File: config.mk
export PLATFORM = sky130hd
export DESIGN_NAME = status_reply_tx
export DESIGN_NICKNAME = d
export VERILOG_FILES = /design/src/rtl/status_reply_tx.sv
export SDC_FILE = /design/constraint.sdc
export NUM_CORES = 1
export LEC_CHECK = 0
export ABC_AREA = 1
export BUFFER_PORTS_ARGS = -buffer_cell sky130_fd_sc_hd__buf_2
export CORE_ASPECT_RATIO = 0.5
export CORE_MARGIN = 2
export CORE_UTILIZATION = 54
export DETAILED_ROUTE_END_ITERATION = 8
export PLACE_DENSITY_LB_ADDON = 0.3
export SLEW_MARGIN = 20
export SYNTH_ARGS = -nofsm -noshare
export SYNTH_HDL_FRONTEND = slang
export SYNTH_SLANG_ARGS = --single-unit
export TNS_END_PERCENT = 50
File: constraint.sdc
create_clock -name CLK -period 1.6 [get_ports CLK]
set_clock_uncertainty 0.1 [all_clocks]
set_input_delay 0.16 -clock CLK [delete_from_list [all_inputs] [get_ports CLK]]
set_output_delay 0.16 -clock CLK [all_outputs]
set_load 0.03 [all_outputs]
File: src/rtl/status_reply_tx.sv
// status_reply_tx: reports changes of the gripper run/stop level to the host
// as ASCII "RUN\r\n" / "HALT\r\n" on an 8N1 UART line.
module status_reply_tx #(
    parameter int CLKS_PER_BIT = 868
) (
    input  logic CLK,
    input  logic RESET,
    input  logic Start_signal,
    output logic TX,
    output logic Busy,
    output logic Msg_done
);
    localparam int CNT_W = (CLKS_PER_BIT > 1) ? $clog2(CLKS_PER_BIT) : 1;
    localparam logic [CNT_W-1:0] BAUD_LAST = CNT_W'(CLKS_PER_BIT - 1);
    localparam logic [CNT_W-1:0] BAUD_ZERO = CNT_W'(0);
    localparam logic [CNT_W-1:0] BAUD_ONE  = CNT_W'(1);

    localparam logic [1:0] ST_IDLE  = 2'd0;
    localparam logic [1:0] ST_START = 2'd1;
    localparam logic [1:0] ST_DATA  = 2'd2;
    localparam logic [1:0] ST_STOP  = 2'd3;

    localparam logic MSG_HALT = 1'b0;
    localparam logic MSG_RUN  = 1'b1;

    // Constant message table: msg selects RUN/HALT, idx selects the byte.
    function automatic logic [7:0] msg_byte(input logic msg, input logic [2:0] idx);
        logic [7:0] b;
        b = 8'h00;
        if (msg == MSG_RUN) begin
            case (idx)
                3'd0:    b = 8'h52;
                3'd1:    b = 8'h55;
                3'd2:    b = 8'h4E;
                3'd3:    b = 8'h0D;
                3'd4:    b = 8'h0A;
                default: b = 8'h00;
            endcase
        end else begin
            case (idx)
                3'd0:    b = 8'h48;
                3'd1:    b = 8'h41;
                3'd2:    b = 8'h4C;
                3'd3:    b = 8'h54;
                3'd4:    b = 8'h0D;
                3'd5:    b = 8'h0A;
                default: b = 8'h00;
            endcase
        end
        return b;
    endfunction

    logic             s_q_r;
    logic             rep_r;
    logic             msg_sel_r;
    logic [1:0]       state_r;
    logic [CNT_W-1:0] baud_cnt_r;
    logic [2:0]       bit_idx_r;
    logic [2:0]       byte_idx_r;

    logic [7:0]       cur_byte_s;
    logic [2:0]       bit_next_s;
    logic             baud_end_s;
    logic             last_byte_s;

    // Current byte, next data bit index and bit/byte boundary flags.
    always_comb begin
        cur_byte_s  = msg_byte(msg_sel_r, byte_idx_r);
        bit_next_s  = bit_idx_r + 3'd1;
        baud_end_s  = (baud_cnt_r == BAUD_LAST);
        last_byte_s = (byte_idx_r == ((msg_sel_r == MSG_RUN) ? 3'd4 : 3'd5));
    end

    // Message sequencer and 8N1 serializer; TX is loaded one edge ahead so it is registered.
    always_ff @(posedge CLK or posedge RESET) begin
        if (RESET) begin
            s_q_r      <= 1'b0;
            rep_r      <= 1'b0;
            msg_sel_r  <= MSG_HALT;
            state_r    <= ST_IDLE;
            baud_cnt_r <= BAUD_ZERO;
            bit_idx_r  <= 3'd0;
            byte_idx_r <= 3'd0;
            TX         <= 1'b1;
            Busy       <= 1'b0;
            Msg_done   <= 1'b0;
        end else begin
            s_q_r    <= Start_signal;
            Msg_done <= 1'b0;
            case (state_r)
                ST_IDLE: begin
                    baud_cnt_r <= BAUD_ZERO;
                    bit_idx_r  <= 3'd0;
                    byte_idx_r <= 3'd0;
                    TX         <= 1'b1;
                    Busy       <= 1'b0;
                    // Only the latest level matters; edges seen while busy collapse here.
                    if (s_q_r != rep_r) begin
                        msg_sel_r <= s_q_r;
                        rep_r     <= s_q_r;
                        state_r   <= ST_START;
                        TX        <= 1'b0;
                        Busy      <= 1'b1;
                    end
                end
                ST_START: begin
                    if (baud_end_s) begin
                        baud_cnt_r <= BAUD_ZERO;
                        state_r    <= ST_DATA;
                        TX         <= cur_byte_s[0];
                    end else begin
                        baud_cnt_r <= baud_cnt_r + BAUD_ONE;
                    end
                end
                ST_DATA: begin
                    if (baud_end_s) begin
                        baud_cnt_r <= BAUD_ZERO;
                        if (bit_idx_r == 3'd7) begin
                            bit_idx_r <= 3'd0;
                            state_r   <= ST_STOP;
                            TX        <= 1'b1;
                        end else begin
                            bit_idx_r <= bit_next_s;
                            TX        <= cur_byte_s[bit_next_s];
                        end
                    end else begin
                        baud_cnt_r <= baud_cnt_r + BAUD_ONE;
                    end
                end
                ST_STOP: begin
                    if (baud_end_s) begin
                        baud_cnt_r <= BAUD_ZERO;
                        if (last_byte_s) begin
                            byte_idx_r <= 3'd0;
                            state_r    <= ST_IDLE;
                            TX         <= 1'b1;
                            Busy       <= 1'b0;
                            Msg_done   <= 1'b1;
                        end else begin
                            byte_idx_r <= byte_idx_r + 3'd1;
                            state_r    <= ST_START;
                            TX         <= 1'b0;
                        end
                    end else begin
                        baud_cnt_r <= baud_cnt_r + BAUD_ONE;
                    end
                end
                default: begin
                    state_r    <= ST_IDLE;
                    baud_cnt_r <= BAUD_ZERO;
                    bit_idx_r  <= 3'd0;
                    byte_idx_r <= 3'd0;
                    TX         <= 1'b1;
                    Busy       <= 1'b0;
                end
            endcase
        end
    end
endmodule

==> Word-level counts from Yosys, hierarchy flattened <==
Cells that the tools add are included.
{ "classes": {"add_sub_neg": 3, "magnitude_cmp": 1, "eq_ne": 18, "mux": 34, "n_reduce_logical": 11} }
{ "ops": {"columns": ["operator", "count"], "rows": [
  ["7-bit case mux with 6 select lines", 1],
  ["7-bit case mux with 5 select lines", 1],
  ["10-bit case mux with 2 select lines", 1],
  ["1-bit 2-to-1 mux", 14],
  ["3-bit 2-to-1 mux", 4],
  ["2-bit != test (second input constant)", 6],
  ["3-bit case mux with 2 select lines", 2],
  ["10-bit by 1-bit adder with 10-bit output (second input constant)", 1],
  ["10-bit == test (second input constant)", 1],
  ["10-bit 2-to-1 mux", 1],
  ["2-bit 2-to-1 mux", 5],
  ["3-bit == test (second input constant)", 3],
  ["8-bit 2-to-1 mux", 1],
  ["2-bit case mux with 4 select lines", 1],
  ["3-bit by 1-bit adder with 3-bit output (second input constant)", 2],
  ["3-bit by 2-bit == test with 1-bit output (second input constant)", 2],
  ["2-bit AND reduction", 3],
  ["3-bit AND reduction", 2],
  ["5-bit AND reduction", 1],
  ["2-bit == test (second input constant)", 2],
  ["3-bit by 4-bit less-than comparator with 1-bit output (second input constant)", 1],
  ["1-bit case mux with 4 select lines", 1],
  ["2-bit nonzero test", 2],
  ["1-bit binary-select mux with 3-bit select", 1],
  ["other kinds (8)", 8]
]} }
{ "totals": {"ff_bits": 23, "input_bits": 3, "out_inout_bits": 3, "wordCells": 76} }

==> Longest topological paths before layout <==
Gate-level depths: netlist of the first run.
{ "depth": {"depth_word": 8, "ltp_mapped": 14, "ltp_nobuf": 14} }

==> Worst setup path after synthesis of the first run <==
OpenSTA, ideal clock, no wires.
{ "synth_path": {"kind": "reg-to-reg", "startpoint": "register baud_cnt_r[0]", "endpoint": "register baud_cnt_r[9]", "setup_time_ps": 64, "arrival_time_ps": 1478, "required_ps": 1436, "setup_slack_ps": -43, "path_stages_with_launch": 9, "path_buffers": 1, "synth_period_minus_slack_ps": 1643, "path_cell_list": "dfrtp_1 -> ha_1 -> inv_1 -> nor3_2 -> nor3b_4 -> or2_2 -> buf_6 -> a21oi_1 -> o21a_1"} }
{ "synth_via": {"elab_chain_len": 3, "elab_cells_between_ends": 4, "classes_between": "add/sub (1); eq/ne (1); mux (2)"} }
{ "synth_lines": {"columns": ["item", "line", "text"], "rows": [
  ["start, declared", "57", "logic [CNT_W-1:0] baud_cnt_r;"],
  ["start signal, assigned", "112", "baud_cnt_r <= baud_cnt_r + BAUD_ONE;"],
  ["start signal, assigned", "127", "baud_cnt_r <= baud_cnt_r + BAUD_ONE;"],
  ["start signal, assigned", "145", "baud_cnt_r <= baud_cnt_r + BAUD_ONE;"],
  ["10-bit by 1-bit adder with 10-bit output / 10-bit == test (equally long branches)", null, null],
  ["10-bit 2-to-1 mux (*)", "107, 116, 131", null],
  ["10-bit case mux with 2 select lines (*)", "90", "case (state_r)"]
]} }
Mark *: on every way between the ends. The rest lies on a longest branch, timed or not.
A chain may end at the register's enable or synchronous reset.

==> Worst setup path in the final report of the first run <==
{ "layout_path": {"startpoint": "register baud_cnt_r[0]", "endpoint": "register state_r[0]"} }
{ "layout_via": {"elab_chain_len": 3, "elab_cells_between_ends": 5, "classes_between": "eq/ne (4); reduce/logical (1)"} }
{ "layout_lines": {"columns": ["item", "line", "text"], "rows": [
  ["10-bit == test (*)", "70", "baud_end_s = (baud_cnt_r == BAUD_LAST);"],
  ["2-bit != test (no source line)", null, null],
  ["5-bit AND reduction (no source line) (*)", null, null],
  ["end signal, assigned", "80", "state_r <= ST_IDLE;"],
  ["end signal, assigned", "101", "state_r <= ST_START;"],
  ["end signal, assigned", "109", "state_r <= ST_DATA;"],
  ["end, declared", "56", "logic [1:0] state_r;"]
]} }
Marked as above.

==> run metrics, run 1 <==
Distinct cells, synth 29; DRC 0; global placer's final weighted congestion between 0.8 and 0.9; Clock Tree Buf Depth 2; R2R depth 9; main combinational cell family by area after synthesis simple AND/OR/NAND/NOR gates; total number of vias 1,387; Data arrival, critical path between 1500 and 2000 ps; compound-cell area share of the yosys netlist 0.09908; Post-synth EDFFs 0; Power per Cell Area approximately 1400 nW/um2; P&R area growth vs syn 33.42%; Starting Density 0.5726; IO Pins 6; Avg Cell Area, Syn just under 8 um2; Yosys top cell area share 0.3694; Syn. warnings 0; CTS tree done; required time of the worst setup path ~1700 ps; Post-Synthesis Cell Area about 1500 um2; input/output buffers 5; CTS H-tree lvls 1; Fmax achieved 555.7 MHz; gr ovfl total 0; period utilisation layout 1.125; Detailed Place HPWL around 2200 um; HP Class in2async; Setup crit start kind flip-flop; Vias/cell approximately 5.2; CTS root buf clkbuf_8; multiplexer share of the synthesized area 0.006717; maximum fanout along the worst path 4; Mapped Cells roughly 190; unrepaired setup endpoints after global routing yes; CTS clk-pin slew, worst paths about 90 ps; instance area at placement 1715 um2; # fillers 165; DRT Pass-1 Iters 4; Synth Register Bits 23; Die Y 41.15 um; routed len/inst about 13 um; 1st-iter DRT viols 100; Adder-Cell Fraction of Synth Area 0.1092; Worst-Margin Slew between 400 and 500 ps; largest net degree at the start of global routing 15; share of cells above drive strength 1 0.3534; leakage dissipation between 0.001 and 0.0015 uW; clock latency on the worst-skew pair approximately 280 ps; chip width 78.29 um; clock sink count 23; fraction of the mapped netlist area in simple logic gates 0.3081; synth cell count leaders 54 x nand2_1, 27 x inv_1, 22 x dfrtp_1; Antenna diodes 0; CORE AREA about 2600 um2; fraction of registers with async set/reset 1.000; Slew headroom 0.6720; final hold vios 0; outcome complete, but fails checks; register area share after synthesis 0.3871; Total Power roughly 2800 uW; worst setup margin -199.4 ps; Period minus WS final roughly 1800 ps; cell row count 13; most frequent cell after synthesis nand2_1; Primary FF master, synth dfrtp_1; antenna viol nets, final 0; worst vdd ir around 0.79 mV; initial antenna violation count 0; first-pass GRT wire length 4643 um; Critical Path End Type flip-flop; vias in the first global route between 1,000 and 1,500; xor and xnor area share after synthesis 0.005877; flop2flop setup slack -200 ps; Crit Path Class reg2reg; Inserted Clock Buffers 3; cells taking the most area after synthesis dfrtp_1 37%, nand2_1 14%, ha_1 11%, inv_1 6.8%, nand3_1 4.0%; hold_ws 337.5 ps; Max Cap Viol 0; syn_nets between 200 and 250; area leader, netlist dfrtp_1; Pins Over Slew Limit 0; die footprint 3221 um2; NumNets Final between 200 and 250; failing checks negative setup slack; final setup fails 18; Total Wirelength 3592 um; gr usage total 0.1939; Design Area, Final roughly 2000 um2
## power breakdown
| group | internal, uW | total (uW) | switching (uW) |
|---|---|---|---|
| logic | 651 | 1570 | 918 |
| clock network | 177 | 388 | 211 |
| registers | 719 | 811 | 92.8 |
## registers in the layout, summed over array words and instances, names as in the netlist
name / count
Msg_done: 1
bit_idx_r: 3
Busy: 1
TX: 1
baud_cnt_r: 10
byte_idx_r: 3
s_q_r: 1
msg_sel_r: 1
state_r: 2
## worst max-delay path, cell delays in order (launching register included)
cell     delay (ps)
dfrtp_1         370
ha_2            200
inv_2            50
nor3_2          230
nor3b_4         300
or2_4           180
nand2_4          60
nor2_8          120
o21ai_2          70
o21ai_2          50
## worst paths after layout
path,startpoint,to
max in group asynchronous,RESET,baud_cnt_r[7]
min in group CLK,s_q_r,msg_sel_r
worst min register to register,s_q_r,msg_sel_r
worst min-delay path,RESET,bit_idx_r[2]
worst max-delay path,baud_cnt_r[0],state_r[0]
worst max register to register,baud_cnt_r[0],state_r[0]
## per-layer routing
metal	wire, um	global-route usage	vias to the layer above
li1	-	-	689
met1	1616	0.2243	675
met2	1845	0.3793	19
met3	97	0.05286	4
met4	32	0.04825	0
met5	0	0	-
## cell usage in the layout, fill, tap and decap left out, drive strengths merged
master	n
ha	13
nand3	12
nand2	55
xnor2	1
clkinvlp	1
o31ai	1
nor2	16
or2	3
dfrtp	22
o21a	1
o21ai	13
clkbuf	3
buf	36
inv	29
a21oi	10
nor3	6
nor3b	3
dfstp	1
mux2i	1
o22ai	1
nand4	2
dlygate4sd3	2
## cell families (layout without fill, tap and decap cells)
family | after synthesis | count (layout)
buffers and inverters | 31 | 71
XOR/XNOR | 1 | 1
AND/OR/NAND/NOR | 97 | 97
flip-flops | 23 | 23
adder cells (fa/ha/maj) | 13 | 13
multiplexers | 1 | 1
AO/OA/AOI/OAI | 26 | 26
## what timing repair did
| item | CTS | global route |
|---|---|---|
| gates resized for setup | 19 | 23 |
| hold buffers | 2 | 0 |
| setup endpoints to repair | 14 | 18 |
| hold endpoints to repair | 11 | 0 |
| pin swaps | 2 | 7 |
| gates cloned | 0 | 0 |
| setup buffers | 3 | 6 |
## area by class of cell
type	count	area, um2	share of cell area
multi-input cells	138	918.4	0.4619
flip-flops and latches	23	576.8	0.2901
repair buffers	38	289.0	0.1454
inverters	29	108.9	0.05475
well taps	37	46.29	0.02329
clock buffers	3	41.29	0.02077
clock inverters	1	7.507	0.003776
## stage by stage
stage | util | setup TNS [ps] | std cells | setup slack, ps
3_5_place_dp | 0.6591 | -663.4 | 254 | -130.7
4_1_cts | 0.7135 | -712.8 | 263 | -112.7
3_3_place_gp | 0.6591 | -259.4 | 254 | -67.32
6_report | 0.7639 | -2051 | 269 | -199.4
5_1_grt | 0.7639 | -3000 | 269 | -281.8
2_1_floorplan | - | -30.45 | 192 | -18.66
(Power assumes the default switching activity.)
==> run 2: changes to the inputs <==
--- a/config.mk
+++ b/config.mk
@@ -8,7 +8,6 @@
 export ABC_AREA = 1
 export BUFFER_PORTS_ARGS = -buffer_cell sky130_fd_sc_hd__buf_2
 export CORE_ASPECT_RATIO = 0.5
-export CORE_MARGIN = 2
 export CORE_UTILIZATION = 54
 export DETAILED_ROUTE_END_ITERATION = 8
 export PLACE_DENSITY_LB_ADDON = 0.3
==> run metrics, run 2 (synthesized netlist as in run 1, its figures left out) <==
outcome complete, but fails checks; failing checks negative setup slack; Worst-Margin Slew 503.2 ps (+11.79 ps); Critical Path Sink TX; Total Wirelength 3374 um (-6.1%); worst vdd ir 0.8092 mV (+2.2%); most used cell, CP nand2_1; CP delay by family, top simple AND/OR/NAND/NOR gates; Critical Path Start byte_idx_r[0]; Clock Tree Buf Depth 2 (unchanged); Starting Density 0.5726 (unchanged); crit path cell chain ha_2 > ha_4 > inv_2 > nand2_1 > nor2_1 > nor2_1 > nor2_1 > nand2_1 > nand3_1 > nand2_1 > nand2_1 > nand2_1 > nand2_1 > a21oi_2; Top reg by flops baud_cnt_r; fin util 0.7332 (-0.03077); share of cells above drive strength 1 0.2965 (-0.05699); clock share of power 0.132 (-0.008); Inserted Clock Buffers 3 (unchanged); WL met1 1458 um (-9.8%); Die Y 39.15 um (-4.9%); largest net degree at the start of global routing 14 (-1); CTS clk-pin slew, worst paths 80 ps (about the same); Antenna diodes 0 (unchanged); CTS root buf clkbuf_8; Flop pwr share 0.294 (about the same); CP Buf/Inv Count 1 (unchanged); IO Pins 6 (unchanged); Pins Over Slew Limit 0 (unchanged); leakage dissipation 0.0009903 uW (-3.0%); DRC 0 (unchanged); P&R area growth vs syn 28.04%; RR Endpoint TX; gr usage total 0.2282 (+0.03430); period utilisation layout 1.099 (-0.02533); Net Switching 1236 uW (+1.1%); chip width 76.29 um (-2.6%); die footprint 2986 um2 (-7.3%); required time of the worst setup path 1710 ps (about the same); R2R Path Start byte_idx_r[0]; Setup crit start kind flip-flop; final hold vios 0 (unchanged); Worst path depth 14 (+5); routed len/inst 12.83 um (-3.9%); Max Cap Viol 0 (unchanged); HP Class in2async; DRT Pass-1 Iters 4 (unchanged); switching share of total power 0.4419 (+0.0004603); Crit Path Class reg2reg; first-pass GRT wire length 5085 um (+9.5%); worst setup margin -158.9 ps (+40.53 ps); NumNets Final 243 (-2.4%); most common cell after layout, fill and taps aside nand2_1; unrepaired setup endpoints after global routing yes; CTS tree done; final setup fails 11 (-7); R2R depth 14 (+5); clock sink count 23 (unchanged); vias in the first global route 1,189 (+5.2%); global placer's final weighted congestion 0.8696 (-2.7%); input/output buffers 5 (unchanged); most frequent cells in the layout 49 x nand2_1, 24 x inv_1, 23 x buf_4, 22 x dfrtp_1, 14 x nor2_1; 1st-iter DRT viols 58 (-42%); CTS H-tree lvls 1 (unchanged); flop2flop setup slack -160 ps (+40 ps); clock latency on the worst-skew pair 270 ps (about the same); Vias/cell 5.171 (+0.29%); Detailed Place HPWL 2305 um (+2.6%); cell row count 13 (unchanged); Critical Path End Type flip-flop; Fmax achieved 568.6 MHz (+2.3%); metal2 WL 1744 um (-5.5%); max reg flops 10 (unchanged); Power per Cell Area 1466 nW/um2 (+5.2%); CP max stage cell dfrtp_1; CORE AREA 2603 um2 (unchanged); Logic pwr share 0.574 (+0.007); internal power 1561 uW (+0.91%); gr ovfl total 0 (unchanged); maximum fanout along the worst path 4 (unchanged); initial antenna violation count 0 (unchanged); top routing layer in use met4; DR WL met3 139 um (+43%); Data arrival, critical path 1860 ps (-40 ps); Slew headroom 0.6610 (-0.01105); slowest cell delay on critical path 440 ps (+70 ps); antenna viol nets, final 0 (unchanged); hold_ws 290.7 ps (-46.73 ps); Period minus WS final 1759 ps (-40.53 ps); Largest regs baud_cnt_r (10), bit_idx_r (3), byte_idx_r (3); total number of vias 1,360 (-1.9%)
==> run 2: cell types whose count changed in the layout (fill, tap and decap cells not counted), moves of 3 or more <==
cell,change
ha_1,+3
buf_4,-5
nand2_1,+4
nand2_2,-4
==> run 2: repair_timing <==
action	in CTS	in global routing
buffers inserted	3	1
endpoints found under the hold margin	9	0
endpoints found under the setup margin	10	15
pin swaps	5	3
resized for setup	14	15
hold buffers	2	0
==> run 2: how the worst min path moves through the flow <==
stage,startpoint,to,cells after the start
after global placement,RESET,baud_cnt_r[3],2
after floorplan,RESET,Busy,1
final,RESET,baud_cnt_r[0],3
after global routing,RESET,baud_cnt_r[0],3
after CTS,RESET,baud_cnt_r[0],3
after detailed placement,RESET,baud_cnt_r[3],2
==> run 2: power by group through the flow <==
stage / sequential (uW) / clock (uW) / combinational (uW)
final: 824 / 369 / 1600
after global routing: 841 / 403 / 1770
after CTS: 812 / 375 / 1470
after detailed placement: 820 / 0 / 1360
after global placement: 815 / 0 / 1320
after floorplan: 861 / 0 / 971
==> run 2: tightest hold or removal path: stages <==
cell           delay (ps)
dlygate4sd3_1         530
buf_2                 120
inv_1                 280
==> run 2: area by class of cell <==
type	instances	area, um2
timing repair buffer	32	240.2
sequential	23	576.8
multi-input combinational	138	889.6
fill	191	694.4
clock inverter	1	5.005
tap	37	46.29
clock buffer	3	41.29
inverter	29	108.9
==> run 2: metrics by stage <==
| step | area (um2) | TNS, ps | power (uW) | std cells | setup WS (ps) |
|---|---|---|---|---|---|
| floorplan | 1495 | -30.45 | 1832 | 192 | -18.66 |
| global placement | 1708 | -284.4 | 2134 | 253 | -71.58 |
| detailed placement | 1708 | -383.6 | 2182 | 253 | -134.4 |
| CTS | 1833 | -414.7 | 2656 | 262 | -89.37 |
| global route | 1908 | -2412 | 3018 | 263 | -343.7 |
| finish | 1908 | -902.8 | 2797 | 263 | -158.9 |
==> run 2: layer usage <==
layer | GRT usage | up-vias
li1 | - | 685
met1 | 0.2567 | 630
met2 | 0.4302 | 40
met3 | 0.05412 | 5
met4 | 0.1106 | 0
met5 | 0 | -
==> run 3: changes to the inputs <==
--- a/config.mk
+++ b/config.mk
@@ -10,7 +10,7 @@
 export CORE_ASPECT_RATIO = 0.5
 export CORE_UTILIZATION = 54
 export DETAILED_ROUTE_END_ITERATION = 8
-export PLACE_DENSITY_LB_ADDON = 0.3
+export PLACE_DENSITY = 0.72
 export SLEW_MARGIN = 20
 export SYNTH_ARGS = -nofsm -noshare
 export SYNTH_HDL_FRONTEND = slang
==> run metrics, run 3 (synthesized netlist as in run 1, its figures left out) <==
CORE AREA 2603 um2 (unchanged); Setup crit start kind flip-flop; cell row count 13 (unchanged); instance area at placement 1708 um2 (unchanged); vias in the first global route 1,150 (-3.3%); CTS root buf clkbuf_8; Critical Path End Type flip-flop; Logic pwr share 0.559 (-0.015); Largest regs baud_cnt_r (10), bit_idx_r (3), byte_idx_r (3); most common cell after layout, fill and taps aside nand2_1; clock sink count 23 (unchanged); clock share of power 0.140 (+0.008); Clock Tree Buf Depth 2 (unchanged); first-pass GRT wire length 4988 um (-1.9%); period utilisation layout 1.102 (+0.002830); Crit Path Class reg2reg; worst vdd ir 0.7497 mV (-7.4%); gr ovfl total 0 (unchanged); Flop pwr share 0.301 (+0.007); # fillers 201 (+5.2%); Inserted Clock Buffers 3 (unchanged); CTS H-tree lvls 1 (unchanged); Period minus WS final 1763 ps (+4.528 ps); antenna viol nets, final 0 (unchanged); FF+latch area 578.1 um2 (+0.22%); die footprint 2986 um2 (unchanged); most frequent cells in the layout 45 x nand2_1, 22 x inv_1, 22 x buf_4, 21 x dfrtp_1, 14 x nor2_1; P&R area growth vs syn 26.53%; Net Switching 1205 uW (-2.5%); non-filler cells, final 261 (-0.76%); Fmax achieved 567.1 MHz (-0.26%); required time of the worst setup path 1700 ps (about the same); initial antenna violation count 0 (unchanged); max reg flops 10 (unchanged); Die Y 39.15 um (unchanged); HP Class in2async; multi-input combinational cell area 882.1 um2 (-0.84%); internal power 1507 uW (-3.5%); total number of vias 1,326 (-2.5%); Pins Over Slew Limit 0 (unchanged); Starting Density 0.5726 (unchanged); chip width 76.29 um (unchanged); CTS tree done; global placer's final weighted congestion 0.8538 (-1.8%); final hold vios 0 (unchanged); Cells after DPL 253 (unchanged); Top reg by flops baud_cnt_r; Total Power 2712 uW (-3.0%); Worst-Margin Slew 325.1 ps (-178.1 ps); clock latency on the worst-skew pair 270 ps (about the same); IO Pins 6 (unchanged); Vias/cell 5.080 (-1.8%); final setup fails 13 (+2); worst setup margin -163.4 ps (-4.528 ps); CTS clk-pin slew, worst paths 90 ps (about the same); Design Area, Final 1886 um2 (-1.2%); 1st-iter DRT viols 52 (-10%); DRC 0 (unchanged); Data arrival, critical path 1870 ps (about the same); maximum fanout along the worst path 5 (+1); failing checks negative setup slack; input/output buffers 5 (unchanged); leakage dissipation 0.0009459 uW (-4.5%); Power per Cell Area 1438 nW/um2 (-1.9%); share of cells above drive strength 1 0.3214 (+0.02497); DRT Pass-1 Iters 4 (unchanged); unrepaired setup endpoints after global routing yes; Max Cap Viol 0 (unchanged); largest net degree at the start of global routing 17 (+3); outcome complete, but fails checks; NumNets Final 241 (-0.82%); routed len/inst 12.40 um (-3.3%); gr usage total 0.2306 (+0.002477); Slew headroom 0.7831 (+0.1221); Antenna diodes 0 (unchanged); switching share of total power 0.4444 (+0.002537); Detailed Place HPWL 2295 um (-0.45%); Total Wirelength 3237 um (-4.1%)
-- run 3: worst max-delay path, stage by stage (launching register included) --
cell     delay (ps)
dfrtp_1         360
ha_2            190
inv_2            40
nor3_2          150
nor3b_4         340
or2_4           210
nand2_4          60
nor2_8          120
o21ai_2          80
o21ai_2          50
-- run 3: routing by layer --
layer | track usage | routed length [um] | part of all wire | up-vias
li1 | - | - | - | 679
met1 | 0.2781 | 1476 | 0.46 | 613
met2 | 0.4167 | 1581 | 0.49 | 26
met3 | 0.04941 | 104 | 0.032 | 8
met4 | 0.1010 | 75 | 0.023 | 0
met5 | 0 | 0 | 0 | -
-- run 3: power by group through the flow --
| stage | Combinational (uW) | Sequential [uW] | Clock (uW) |
|---|---|---|---|
| CTS | 1400 | 810 | 384 |
| floorplan | 971 | 861 | 0 |
| detailed placement | 1360 | 820 | 0 |
| global placement | 1320 | 812 | 0 |
| finish | 1520 | 817 | 379 |
| global route | 1690 | 835 | 411 |
-- run 3: final cells by class --
type,count,share of cell area
well taps,37,0.02455
inverters,29,0.05773
flip-flops and latches,23,0.3066
clock inverters,1,0.003981
repair buffers,30,0.1175
multi-input cells,138,0.4678
clock buffers,3,0.02190
-- run 3: path summary, 6_finish.rpt --
| check | slack [ps] | from | endpoint | depth (start not counted) |
|---|---|---|---|---|
| max | -160 | baud_cnt_r[1] | state_r[0] | 9 |
| min | 270 | RESET | Busy | 3 |
| max reg2reg | -160 | baud_cnt_r[1] | state_r[0] | 9 |
| min reg2reg | 430 | bit_idx_r[1] | bit_idx_r[1] | 2 |
| max in group asynchronous | 530 | RESET | TX | 4 |
| min in group CLK | 430 | bit_idx_r[1] | bit_idx_r[1] | 2 |
-- run 3: stage by stage --
step	setup TNS [ps]	setup WS, ps	hold slack (ps)	util
after floorplan	-30.45	-18.66	61.18	-
after global placement	-171.7	-58.22	9.700	0.6563
after detailed placement	-423.4	-142.8	26.89	0.6563
after CTS	-462.5	-85.70	276.0	0.6957
after global routing	-2935	-278.6	292.0	0.7245
final	-898.1	-163.4	266.0	0.7245
-- run 3: repair_timing --
| item | in CTS | in global routing |
|---|---|---|
| endpoints found under the hold margin | 8 | 0 |
| pin swaps | 6 | 10 |
| resized for setup | 11 | 22 |
| setup endpoints to repair | 10 | 18 |
| hold buffers | 2 | 0 |
| setup buffers | 1 | 1 |
